File: config.mk
export PLATFORM = sky130hd
export DESIGN_NAME = capture_readout_flat
export DESIGN_NICKNAME = d
export VERILOG_FILES = /design/src/rtl/capture_readout_if.sv /design/src/rtl/capture_readout.sv /design/src/flat_wrapper.sv
export SDC_FILE = /design/constraint.sdc
export NUM_CORES = 1
export LEC_CHECK = 0
export ABC_AREA = 1
export CAP_MARGIN = 20
export CORE_ASPECT_RATIO = 1.2
export CORE_MARGIN = 2
export CORE_UTILIZATION = 45
export DETAILED_ROUTE_END_ITERATION = 16
export GPL_TIMING_DRIVEN = 0
export MAX_ROUTING_LAYER = met4
export PLACE_DENSITY = 0.64
export SYNTH_ARGS = -nofsm -noshare
export SYNTH_HDL_FRONTEND = slang
export SYNTH_SLANG_ARGS = --single-unit
File: constraint.sdc
create_clock -name rdclk -period 2.5 [get_ports rdclk]
set_input_delay 0.5 -clock rdclk [delete_from_list [all_inputs] [get_ports rdclk]]
set_output_delay 0.5 -clock rdclk [all_outputs]
set_load 0.01 [all_outputs]
File: src/rtl/capture_readout_if.sv
// Storage/host-facing bus of the capture readout block.
// master = readout engine, slave = storage + host side.
interface capture_readout_if;
   logic        start;
   logic        _ffa;
   logic [15:0] din;
   logic        cap_rst;
   logic        load;
   logic [2:0]  cntrl_bits;
   logic        rden;
   logic [7:0]  bdata;
   logic        bvalid;
   logic        bready;
   logic        busy;
   logic        done;

   modport master (
      input  start, _ffa, din, bready,
      output cap_rst, load, cntrl_bits, rden, bdata, bvalid, busy, done
   );
   modport slave (
      output start, _ffa, din, bready,
      input  cap_rst, load, cntrl_bits, rden, bdata, bvalid, busy, done
   );
endinterface

File: src/rtl/capture_readout.sv
// Octal capture readout: arm, wait for full, read ch0..7 through a credit-controlled skid FIFO, emit bytes MSB first.
// Optional per-channel header (8'hA5, channel) is enabled by defining CAPTURE_READOUT_HEADER_EN.
module capture_readout #(
   parameter int WORDS      = 8191,
   parameter int RD_LAT     = 2,
   parameter int SWITCH_GAP = 3,
   parameter int BUF_DEPTH  = 4
)(
   input logic              rdclk,
   input logic              _rst,
   capture_readout_if.master bus
);
   localparam int WCW = $clog2(WORDS + 1);
   localparam int AW  = $clog2(BUF_DEPTH);
   localparam int CW  = $clog2(BUF_DEPTH + 1);
   localparam int GW  = $clog2(SWITCH_GAP + 1);

   localparam logic [2:0] S_IDLE  = 3'd0;
   localparam logic [2:0] S_CLR   = 3'd1;
   localparam logic [2:0] S_ARM   = 3'd2;
   localparam logic [2:0] S_SEL   = 3'd3;
   localparam logic [2:0] S_READ  = 3'd4;
   localparam logic [2:0] S_DRAIN = 3'd5;
   localparam logic [2:0] S_FIN   = 3'd6;

   logic [2:0]        state_q, state_d;
   logic              clr_q, clr_d;
   logic [GW-1:0]     gap_q, gap_d;
   logic [WCW-1:0]    wcnt_q, wcnt_d;
   logic [2:0]        cntrl_q, cntrl_d;
   logic              rden_q, rden_d;
   logic              done_q, done_d;
   logic [RD_LAT-1:0] pipe_q, pipe_d;

   logic [15:0]       mem [BUF_DEPTH];
   logic [AW-1:0]     wp_q, rp_q;
   logic [CW-1:0]     cnt_q;
   logic [15:0]       word_q;
   logic              lo_q, bv_q;

   logic              fire, can_load, pop, push, gap_done, hdr_load, hdr_ok;
   logic [15:0]       occ;

   assign fire     = bv_q & bus.bready;
   assign can_load = ~bv_q | (fire & lo_q);
   assign pop      = can_load & (cnt_q != '0);
   assign push     = pipe_q[RD_LAT-1];
   assign gap_done = (gap_q == GW'(SWITCH_GAP - 1));
   assign pipe_d   = RD_LAT'({pipe_q, rden_q});

`ifdef CAPTURE_READOUT_HEADER_EN
   // 0: header not sent, 1: header in serialiser, 2: header fully accepted
   logic [1:0] hdr_q;
   assign hdr_load = (state_q == S_SEL) & (hdr_q == 2'd0) & can_load & (cnt_q == '0);
   assign hdr_ok   = (hdr_q == 2'd2);

   always_ff @(posedge rdclk or negedge _rst) begin
      if (!_rst)                          hdr_q <= 2'd0;
      else if (state_q != S_SEL)          hdr_q <= 2'd0;
      else if (hdr_load)                  hdr_q <= 2'd1;
      else if (hdr_q == 2'd1 && fire && lo_q) hdr_q <= 2'd2;
   end
`else
   assign hdr_load = 1'b0;
   assign hdr_ok   = 1'b1;
`endif

   // Credit: words in the FIFO plus words requested but not yet landed.
   always_comb begin
      occ = 16'(cnt_q) + 16'(rden_q);
      for (int i = 0; i < RD_LAT; i++) occ = occ + 16'(pipe_q[i]);
   end

   always_comb begin
      state_d = state_q;
      clr_d   = clr_q;
      gap_d   = '0;
      wcnt_d  = wcnt_q;
      cntrl_d = cntrl_q;
      rden_d  = 1'b0;
      done_d  = 1'b0;
      case (state_q)
         S_IDLE: begin
            clr_d = 1'b0;
            if (bus.start) state_d = S_CLR;
         end
         S_CLR: begin
            if (clr_q) state_d = S_ARM;
            else       clr_d   = 1'b1;
         end
         S_ARM: begin
            if (!bus._ffa) begin
               cntrl_d = 3'd0;
               state_d = S_SEL;
            end
         end
         S_SEL: begin
            wcnt_d = '0;
            gap_d  = gap_done ? gap_q : gap_q + GW'(1);
            if (gap_done && hdr_ok) state_d = S_READ;
         end
         S_READ: begin
            if (wcnt_q < WCW'(WORDS) && occ < 16'(BUF_DEPTH)) begin
               rden_d = 1'b1;
               wcnt_d = wcnt_q + WCW'(1);
               if (wcnt_q == WCW'(WORDS - 1)) state_d = S_DRAIN;
            end
         end
         S_DRAIN: begin
            if (!rden_q && pipe_q == '0 && cnt_q == '0) begin
               if (cntrl_q != 3'd7) begin
                  cntrl_d = cntrl_q + 3'd1;
                  state_d = S_SEL;
               end else begin
                  state_d = S_FIN;
               end
            end
         end
         S_FIN: begin
            if (cnt_q == '0 && ((fire && lo_q) || !bv_q)) begin
               done_d  = 1'b1;
               state_d = S_IDLE;
            end
         end
         default: state_d = S_IDLE;
      endcase
   end

   always_ff @(posedge rdclk or negedge _rst) begin
      if (!_rst) begin
         state_q <= S_IDLE;
         clr_q   <= 1'b0;
         gap_q   <= '0;
         wcnt_q  <= '0;
         cntrl_q <= 3'd0;
         rden_q  <= 1'b0;
         done_q  <= 1'b0;
         pipe_q  <= '0;
      end else begin
         state_q <= state_d;
         clr_q   <= clr_d;
         gap_q   <= gap_d;
         wcnt_q  <= wcnt_d;
         cntrl_q <= cntrl_d;
         rden_q  <= rden_d;
         done_q  <= done_d;
         pipe_q  <= pipe_d;
      end
   end

   // Push lands RD_LAT cycles after rden regardless of bready; credit prevents overflow.
   always_ff @(posedge rdclk) begin
      if (push) mem[wp_q] <= bus.din;
   end

   always_ff @(posedge rdclk or negedge _rst) begin
      if (!_rst) begin
         wp_q   <= '0;
         rp_q   <= '0;
         cnt_q  <= '0;
         word_q <= 16'h0000;
         lo_q   <= 1'b0;
         bv_q   <= 1'b0;
      end else begin
         if (push) wp_q <= wp_q + AW'(1);
         case ({push, pop})
            2'b10:   cnt_q <= cnt_q + CW'(1);
            2'b01:   cnt_q <= cnt_q - CW'(1);
            default: ;
         endcase
         if (pop) begin
            word_q <= mem[rp_q];
            rp_q   <= rp_q + AW'(1);
            lo_q   <= 1'b0;
            bv_q   <= 1'b1;
         end else if (hdr_load) begin
            word_q <= {8'hA5, 5'b0, cntrl_q};
            lo_q   <= 1'b0;
            bv_q   <= 1'b1;
         end else if (fire && !lo_q) begin
            lo_q <= 1'b1;
         end else if (can_load) begin
            bv_q <= 1'b0;
         end
      end
   end

   assign bus.cap_rst    = (state_q == S_CLR);
   assign bus.load       = (state_q == S_ARM);
   assign bus.busy       = (state_q != S_IDLE);
   assign bus.cntrl_bits = cntrl_q;
   assign bus.rden       = rden_q;
   assign bus.bdata      = lo_q ? word_q[7:0] : word_q[15:8];
   assign bus.bvalid     = bv_q;
   assign bus.done       = done_q;
endmodule

File: src/flat_wrapper.sv
// flat-port wrapper written by rule: the top's interface ports become plain ports
module capture_readout_flat 
#(
   parameter int WORDS      = 8191,
   parameter int RD_LAT     = 2,
   parameter int SWITCH_GAP = 3,
   parameter int BUF_DEPTH  = 4
)
  (rdclk, _rst, bus_start, bus__ffa, bus_din, bus_bready, bus_cap_rst, bus_load, bus_cntrl_bits, bus_rden, bus_bdata, bus_bvalid, bus_busy, bus_done);
  capture_readout_if bus_i ();
  input logic rdclk;
  input logic _rst;
  input wire logic [$bits(bus_i.start)-1:0] bus_start;
  input wire logic [$bits(bus_i._ffa)-1:0] bus__ffa;
  input wire logic [$bits(bus_i.din)-1:0] bus_din;
  input wire logic [$bits(bus_i.bready)-1:0] bus_bready;
  output wire logic [$bits(bus_i.cap_rst)-1:0] bus_cap_rst;
  output wire logic [$bits(bus_i.load)-1:0] bus_load;
  output wire logic [$bits(bus_i.cntrl_bits)-1:0] bus_cntrl_bits;
  output wire logic [$bits(bus_i.rden)-1:0] bus_rden;
  output wire logic [$bits(bus_i.bdata)-1:0] bus_bdata;
  output wire logic [$bits(bus_i.bvalid)-1:0] bus_bvalid;
  output wire logic [$bits(bus_i.busy)-1:0] bus_busy;
  output wire logic [$bits(bus_i.done)-1:0] bus_done;
  assign bus_i.start = bus_start;
  assign bus_i._ffa = bus__ffa;
  assign bus_i.din = bus_din;
  assign bus_i.bready = bus_bready;
  assign bus_cap_rst = bus_i.cap_rst;
  assign bus_load = bus_i.load;
  assign bus_cntrl_bits = bus_i.cntrl_bits;
  assign bus_rden = bus_i.rden;
  assign bus_bdata = bus_i.bdata;
  assign bus_bvalid = bus_i.bvalid;
  assign bus_busy = bus_i.busy;
  assign bus_done = bus_i.done;
  capture_readout #(.WORDS(WORDS), .RD_LAT(RD_LAT), .SWITCH_GAP(SWITCH_GAP), .BUF_DEPTH(BUF_DEPTH)) u_core (.rdclk(rdclk), ._rst(_rst), .bus(bus_i));
endmodule
# Word level (Yosys, flattened, before mapping)
# Memory sizes are Yosys's and may differ from the RTL's. A register that Yosys moved wholly into a read port is not among the register bits.
# Cells that the tools add are included.
dict set report totals {
  ff_bits 35
  mem_bits_rw 64
  out_inout_bits 17
  elab_cells 111
  memories 1
}
dict set report classes {
  n_addsub 10
  magnitude_cmp 2
  n_eq_ne 22
  mux 32
  bitwise 5
  reduce_logical 26
}
# name depth width rd rd_ports_with_merged_regs wr line
set memory_table {}
lappend memory_table {u_core.mem 4 16 1 1 1 capture_readout.sv:35} ;# logic [15:0] mem [BUF_DEPTH];
# op count
set op_table {}
lappend op_table {{$mux W3} 12}
lappend op_table {{$add A16 B1 Y16} 2}
lappend op_table {{$pmux W13 S2} 1}
lappend op_table {{$pmux W3 S7} 1}
lappend op_table {{$lt A16 B3 Y1 const B} 1}
lappend op_table {{$ne A2 B1 Y1 const B} 8}
lappend op_table {{$add A13 B1 Y13 const B} 1}
lappend op_table {{$eq A13 B13 Y1 const B} 1}
lappend op_table {{$lt A13 B13 Y1 const B} 1}
lappend op_table {{$mux W13} 1}
lappend op_table {{$pmux W3 S2} 2}
lappend op_table {{$reduce_bool A2 Y1} 6}
lappend op_table {{$mux W1} 11}
lappend op_table {{$eq A3 B3 Y1 const B} 3}
lappend op_table {{$mux W8} 1}
lappend op_table {{$reduce_and A8 Y1} 1}
lappend op_table {{$add A2 B1 Y2 const B} 3}
lappend op_table {{$add A3 B1 Y3 const B} 2}
lappend op_table {{$eq A3 B2 Y1 const B} 2}
lappend op_table {{$logic_and A1 B1 Y1} 6}
lappend op_table {{$logic_not A3 Y1} 2}
lappend op_table {{$ne A2 B2 Y1 const B} 3}
lappend op_table {{$reduce_bool A3 Y1} 2}
lappend op_table {{$add A3 B1 Y4} 1}
lappend op_table {{15 further kinds} 23}

# Depth between registers and ports, before layout
# Gate-level depths: netlist of the first run.
dict set report depth {
  word_depth 7
  ltp_mapped 14
  depth_no_buf 13
}

# Worst setup path before layout of the first run
# No wires, ideal clock.
dict set report synth_timing {
  kind {input to register}
  from {input bus_bready}
  to {register u_core.cnt_q[2]}
  setup_time_ns 0.131
  t_arrival_ns 1.898
  required_ns 2.369
  setup_slack_ns 0.471
  stages 11
  path_buffers 1
  cell_sequence {nand2_1 -> nand2_1 -> nand2_1 -> clkinv_1 -> buf_2 -> ha_1 -> inv_1 -> fa_1 -> a21oi_1 -> o21ai_0 -> xor2_1}
}
dict set report synth_between {
  elab_chain_len 6
  word_cells_on_any_way 8
  classes_between {2 x eq/ne; 1 x mux; 4 x bitwise; 1 x reduce/logical}
}
# item line
set synth_lines {}
lappend synth_lines {{start: declaration} flat_wrapper.sv:16} ;# input wire logic [$bits(bus_i.bready)-1:0] bus_bready;
lappend synth_lines {{$and A1 B1 Y1 *} capture_readout.sv:44} ;# assign fire = bv_q & bus.bready;
lappend synth_lines {{$and A1 B1 Y1 *} capture_readout.sv:45} ;# assign can_load = ~bv_q | (fire & lo_q);
lappend synth_lines {{$or A1 B1 Y1 *} capture_readout.sv:45}
lappend synth_lines {{$and A1 B1 Y1 *} capture_readout.sv:46} ;# assign pop = can_load & (cnt_q != '0);
lappend synth_lines {{via u_core.pop} capture_readout.sv:41} ;# logic fire, can_load, pop, push, gap_done, hdr_load, hdr_ok;
lappend synth_lines {{$eq A2 B1 Y1 / $eq A2 B2 Y1 (equally long branches)} capture_readout.sv:166} ;# case ({push, pop})
lappend synth_lines {{$pmux W3 S2 / $reduce_bool A2 Y1 (equally long branches)} n/a}
lappend synth_lines {{end signal: assignment} capture_readout.sv:167} ;# 2'b10: cnt_q <= cnt_q + CW'(1);
lappend synth_lines {{end signal: assignment} capture_readout.sv:168} ;# 2'b01: cnt_q <= cnt_q - CW'(1);
lappend synth_lines {{end: declaration} capture_readout.sv:37} ;# logic [CW-1:0] cnt_q;
# Mark *: on every way through the listed nets, which the timed path passes. The rest lies on a longest branch.
# A chain may end at the register's enable or synchronous reset.

# Final worst setup path of the first run
dict set report layout_timing {
  from {register u_core.lo_q}
  to {output bus_bdata[7]}
}
dict set report layout_between {
  elab_chain_len 1
}
# item line
set layout_lines {}
lappend layout_lines {{start: declaration} capture_readout.sv:39} ;# logic lo_q, bv_q;
lappend layout_lines {{start signal: assignment} capture_readout.sv:162} ;# lo_q <= 1'b0;
lappend layout_lines {{start signal: assignment} capture_readout.sv:174} ;# lo_q <= 1'b0;
lappend layout_lines {{start signal: assignment} capture_readout.sv:178} ;# lo_q <= 1'b0;
lappend layout_lines {{$mux W8} capture_readout.sv:193} ;# assign bus.bdata = lo_q ? word_q[7:0] : word_q[15:8];
lappend layout_lines {{end: declaration} flat_wrapper.sv:21} ;# output wire logic [$bits(bus_i.bdata)-1:0] bus_bdata;
# Every way passes these cells.

==> results.ini, run 1 <==
[place]
post-place-ws_ns=-0.3190
io_buffers=37
dp.cells=724
place_congestion=0.8645
placed_area_um2=5804
hpwl_mm=7.380

[layout]
drive_above_1_share_pct=11.50
area_growth_pct=22.81
instances_no_fill=757
num-nets-final=622
final_area_um2=6414
fill_cells=969
diodes=0

[pwr]
power.share.clock_pct=31.9
p_per_area_nw_per_um2=1151
p_switching_mw=2.532
power_frac_seq_pct=33.9
total_power_mw=7.380
internal_power_mw=4.848
swShare_pct=34.31
vdd_ir_drop_max_v=0.0008137
p_leak_nw=2.678
comb_power_share_pct=34.2

[run_status]
status=completed

[clock_network]
cts_sinks=115
clk-insertion-delay-late_ns=0.41
root_buffer=clkbuf_16
cts_tree=built
clock_path_buffers=2
clk_pin_slew_ns=0.05
ctsHoldBuffers=0
cts_buffers=17
htree_levels=4

[global_route]
grt_pass1_vias=3715
grt_max_degree=28
grt_overflow=0
grt_first_pass_wirelength_mm=18.22
antenna_found_initial=0
track_usage_pct=20.26

[run]
drv_cap=0

[setup_path]
critPathArrivalTime_ns=1.90
critPathLaunchType=register
cp.required_ns=2.00
crit_type=register to primary output
cp-end-kind=primary output
crit_fanout=10

[timing]
slew_headroom_pct=46.04
setup_viol=0
fin_skew_ns=0.01095
drv_slew=0
tightest_slew_ns=0.8085
setup_slack_ns=0.1010
hold_viol_final=0
max_freq_mhz=416.8
finalCriticalPeriod_ns=2.399
min_period_over_period_pct=95.96

[route]
drt_iter0_markers=135
drt_wl_total_mm=10.94
wl_per_cell_um=14.45
ant_nets=0
vias=3680
vias_per_cell=4.861
drc=0
drtPass1Iterations=4

[die]
rows=43
fp.dieH_um=122.0
fp.dieArea_um2=12490
ios=38
core_um2=11460
die_width_um=102.3
start_util_pct=45.57

[yosys]
yosysWarnings=0
synthCells=529
synthTopCellsByArea=edfxtp_1 37%, dfrtp_1 24%, nand2_1 7.9%
synth_top_cell_area_share_pct=36.80
synth_seq_cells=115
syn_nets=564
avgSynthCellArea_um2=9.872
synth_seq_area_share_pct=61.24
syn_area_um2=5223
yosysUniqueCellTypes=33
synth_largest_area_cell=edfxtp_1

[worst_hold_path]
holdCritPathClass=primary input to async pin

==> sequential cells by signal, summed over array words and instances, names as in the netlist, 3 cells and up <==
signal / cells
u_core.cnt_q: 3
u_core.wcnt_q: 13
u_core.bus.cntrl_bits: 3
u_core.word_q: 16
u_core.state_q: 3
u_core.mem: 64
==> cells in the final DEF, fill, tap and decap left out, types with 2 or more instances in the layout <==
cell type / n
buf_4: 2
clkdlybuf4s50_1: 30
buf_6: 3
clkbuf_16: 17
o21ai_2: 5
o21ai_0: 53
nand3_1: 13
o21ai_1: 6
a31oi_1: 8
nor3_1: 2
nor2_4: 2
clkinv_1: 2
nand4_1: 3
nand3_2: 3
xnor2_1: 2
clkbuf_4: 2
nor2_2: 4
ha_1: 13
nor3_2: 2
nor2_1: 89
nand2_1: 110
buf_2: 10
inv_2: 3
dfrtp_1: 51
xor2_1: 9
a21oi_1: 4
clkbuf_1: 8
bufinv_16: 3
clkinvlp_4: 3
edfxtp_1: 64
inv_1: 49
o22ai_1: 8
clkinv_2: 3
dlymetal6s2s_1: 6
==> power groups by stage <==
stage / combinational [mW] / clock, mW / sequential [mW]
after floorplan: 1.65 / 0 / 2.50
after global placement: 2.46 / 0 / 2.53
after detailed placement: 2.52 / 0 / 2.54
after CTS: 2.55 / 2.39 / 2.51
after global routing: 2.86 / 2.49 / 2.54
final: 2.52 / 2.35 / 2.50
==> layout make-up <==
type	count	area [µm²]	share of cell area, %
plain buffers	20	121.4	1.892
clock buffers	21	440.4	6.867
clock inverters	11	136.4	2.126
inverters	54	211.5	3.297
multi-input cells	340	1702	26.53
flip-flops and latches	115	3198	49.86
well taps	157	196.4	3.063
repair buffers	39	407.9	6.360
==> Yosys cell counts (all sizes together) <==
cell type / number
clkbuf: 6
dfrtp: 51
ha: 13
o21ai: 64
buf: 14
fa: 1
nor3: 4
o22ai: 8
a21oi: 4
xnor2: 2
nand3: 16
inv: 53
nand2: 111
nor2: 95
clkinv: 1
xor2: 9
a31oi: 8
edfxtp: 64
or2: 1
nand4: 4
==> cell families after synthesis <==
group / count (synthesis) / synth area share (%)
AO/OA/AOI/OAI: 84 / 8.793
XOR/XNOR: 11 / 1.845
adder cells (fa/ha/maj): 14 / 3.498
buffers and inverters: 74 / 6.181
flip-flops: 115 / 61.24
AND/OR/NAND/NOR: 231 / 18.45
==> stage by stage <==
| stage | hold slack, ns | utilization [%] | TNS, ns |
|---|---|---|---|
| global placement | 0.3899 | 50.52 | -32.48 |
| detailed placement | 0.4020 | 50.65 | -0.5160 |
| finish | 0.1149 | 55.97 | 0 |
| floorplan | 0.2044 | - | 0 |
| CTS | 0.1102 | 55.69 | 0 |
| global route | 0.1478 | 55.97 | -0.0008815 |
==> critical path: stages (launching register included) <==
cell	delay [ns]
dfrtp_1	0.31
buf_2	0.19
clkbuf_4	0.22
nand2_1	0.05
o21ai_0	0.12
clkdlybuf4s50_1	0.59
==> per-layer routing <==
metal	vias to the layer above	wire [µm]	global-route usage (%)	share of wire (%)
met1	1725	4692	23.20	43
met3	11	483	5.336	4.4
met4	0	153	7.750	1.4
met2	87	5607	33.96	51
li1	1857	-	-	-
met5	-	0	-	0
==> timing repair <==
| item | CTS | global route |
|---|---|---|
| buffers inserted | 0 | 1 |
| resized for setup | 3 | 10 |
| setup endpoints to repair | 8 | 9 |
| hold endpoints to repair | 0 | 0 |
==> path summary, 6_finish.rpt <==
path | startpoint | slack, ns | endpoint | cells after the start
max | u_core.lo_q$_DFFE_PN0P_ | 0.10 | bus_bdata[7] | 5
min | _rst | 0.11 | u_core.clr_q$_DFFE_PN0P_ | 1
max reg2reg | u_core.lo_q$_DFFE_PN0P_ | 0.25 | u_core.cnt_q[2]$_DFFE_PN0P_ | 12
min reg2reg | u_core.pipe_q[0]$_DFF_PN0_ | 0.41 | u_core.pipe_q[1]$_DFF_PN0_ | 0
max in group asynchronous | _rst | 1.82 | u_core.wp_q[0]$_DFFE_PN0P_ | 2
min in group rdclk | u_core.pipe_q[0]$_DFF_PN0_ | 0.41 | u_core.pipe_q[1]$_DFF_PN0_ | 0
Note: power is estimated with default switching activity, not from simulation.
==> inputs of run 2 (changes only) <==
--- a/config.mk
+++ b/config.mk
@@ -8,7 +8,6 @@
 export ABC_AREA = 1
 export CAP_MARGIN = 20
 export CORE_ASPECT_RATIO = 1.2
-export CORE_MARGIN = 2
 export CORE_UTILIZATION = 45
 export DETAILED_ROUTE_END_ITERATION = 16
 export GPL_TIMING_DRIVEN = 0
==> results.ini, run 2 (synthesis gave the netlist of run 1 again) <==
[run_status]
status=completed

[layout]
final_util_pct=58.03  ; +2.1 points
reg_top3=u_core.mem x64, u_core.word_q x16, u_core.wcnt_q x13
area_growth_pct=23.79
drive_above_1_share_pct=12.02  ; +0.52 points
final_cell_mix=110 x nand2_1, 89 x nor2_1, 64 x edfxtp_1, 53 x o21ai_0, 51 x dfrtp_1
largest_reg_flops=64  ; unchanged
final_area_um2=6465  ; +0.80%
diodes=0  ; unchanged
top_register=u_core.mem
instances_no_fill=753  ; -0.53%
num-nets-final=621  ; -0.16%
final_common_cell=nand2_1

[setup_path]
cp.required_ns=2.00  ; about the same
crit_type=register to primary output
critPathLaunchType=register
crit_fanout=10  ; unchanged
regToRegSetupSlack_ns=0.15  ; -0.10 ns
r2r_end=u_core.cnt_q[2]$_DFFE_PN0P_
r2r_cells=12  ; unchanged
cp-end-kind=primary output
critPathArrivalTime_ns=1.94  ; +0.04 ns
rr_startpoint=u_core.lo_q$_DFFE_PN0P_

[timing]
rsz0062_at_grt=true
drv_slew=0  ; unchanged
fin_skew_ns=0.01167  ; +0.0007175 ns
min_period_over_period_pct=97.62  ; +1.7 points
tightest_slew_ns=0.8378  ; +0.02928 ns
max_freq_mhz=409.8  ; -1.7%
finalSetupTns_ns=0  ; unchanged
setup_slack_ns=0.05950  ; -0.04151 ns
hold_ws_ns=0.07464  ; -0.04028 ns
slew_headroom_pct=44.08  ; -2.0 points
hold_viol_final=0  ; unchanged
setup_viol=0  ; unchanged
finalCriticalPeriod_ns=2.441  ; +0.04151 ns

[global_route]
grt_first_pass_wirelength_mm=19.09  ; +4.7%
antenna_found_initial=0  ; unchanged
grt_overflow=0  ; unchanged
grt_max_degree=29  ; +3.6%
grt_pass1_vias=3825  ; +3.0%
track_usage_pct=21.89  ; +1.6 points

[pwr]
comb_power_share_pct=33.1  ; -1.1 points
p_per_area_nw_per_um2=1197  ; +4.0%
internal_power_mw=5.082  ; +4.8%
total_power_mw=7.736  ; +4.8%
vdd_ir_drop_max_v=0.0005495  ; -32%
power_frac_seq_pct=32.3  ; -1.6 points
p_switching_mw=2.654  ; +4.8%
p_leak_nw=2.694  ; +0.60%
power.share.clock_pct=34.5  ; +2.6 points
swShare_pct=34.30  ; about the same

[clock_network]
cts_sinks=115  ; unchanged
cts_buffers=17  ; unchanged
clock_path_buffers=2  ; unchanged
root_buffer=clkbuf_16
clk_pin_slew_ns=0.06  ; about the same
clk-insertion-delay-late_ns=0.42  ; about the same
htree_levels=4  ; unchanged
cts_tree=built

[run]
drv_cap=0  ; unchanged

[place]
post-place-ws_ns=-0.3268  ; -0.007756 ns
place_congestion=0.8617  ; -0.32%
io_buffers=37  ; unchanged
dp.cells=721  ; -0.41%
placed_area_um2=5801  ; about the same
hpwl_mm=7.545  ; +2.2%

[worst_hold_path]
holdCritPathClass=primary input to async pin

[route]
ant_nets=0  ; unchanged
drc=0  ; unchanged
drt_wl_total_mm=11.39  ; +4.1%
drtPass1Iterations=4  ; unchanged
drt_iter0_markers=234  ; +73%
wl_per_cell_um=15.12  ; +4.7%
vias_per_cell=5.035  ; +3.6%
vias=3791  ; +3.0%

[die]
start_util_pct=46.88  ; +1.3 points
die_width_um=100.3  ; -2.0%
core_um2=11140  ; -2.8%
rows=42  ; -2.3%
ios=38  ; unchanged
fp.dieH_um=120.0  ; -1.6%
fp.dieArea_um2=12040  ; -3.6%

## run 2: power groups by stage
stage	combinational, mW	clock [mW]	sequential (mW)
after global placement	2.47	0	2.53
after detailed placement	2.55	0	2.53
after floorplan	1.65	0	2.50
after CTS	2.59	2.69	2.50
final	2.56	2.67	2.50
after global routing	2.88	2.78	2.54
## run 2: layer usage
layer | share of wire [%] | global-route usage, % | vias up | wire [µm]
met1 | 44 | 25.82 | 1841 | 4992
met5 | 0 | - | - | 0
met3 | 3.9 | 5.183 | 17 | 440
met2 | 50 | 35.57 | 74 | 5747
li1 | - | - | 1859 | -
met4 | 1.8 | 9.783 | 0 | 206
## run 2: how the worst max path moves through the flow
stage                       startpoint                            to  slack [ns]  depth (start not counted)
3_5_place_dp                bus_bready   u_core.cnt_q[2]$_DFFE_PN0P_       -0.33                         12
2_1_floorplan               bus_bready   u_core.cnt_q[2]$_DFFE_PN0P_        0.47                         11
3_3_place_gp                      _rst  u_core.word_q[3]$_DFFE_PN0N_       -0.66                          1
5_1_grt                     bus_bready   u_core.cnt_q[2]$_DFFE_PN0P_       -0.03                         12
4_1_cts        u_core.lo_q$_DFFE_PN0P_                  bus_bdata[5]        0.01                          4
6_report       u_core.lo_q$_DFFE_PN0P_                  bus_bdata[3]        0.06                          5
## run 2: timing repair
action / in CTS / in global routing
hold buffers: 0 / 0
setup endpoints to repair: 8 / 9
resized for setup: 2 / 7
setup buffers: 0 / 0
## run 2: area by class of cell
cell class	instances	area [µm²]
fill	977	4676
buffer	20	118.9
sequential	115	3198
clock buffer	19	442.9
multi-input combinational	340	1702
timing repair buffer	38	395.4
inverter	54	207.7
clock inverter	13	207.7
tap	154	192.7
## run 2: critical path, cell delays in order, from the launching register on
cell             delay, ns
dfrtp_1               0.32
buf_2                 0.19
buf_2                 0.23
nand2_1               0.07
o21ai_0               0.12
clkdlybuf4s50_1       0.60
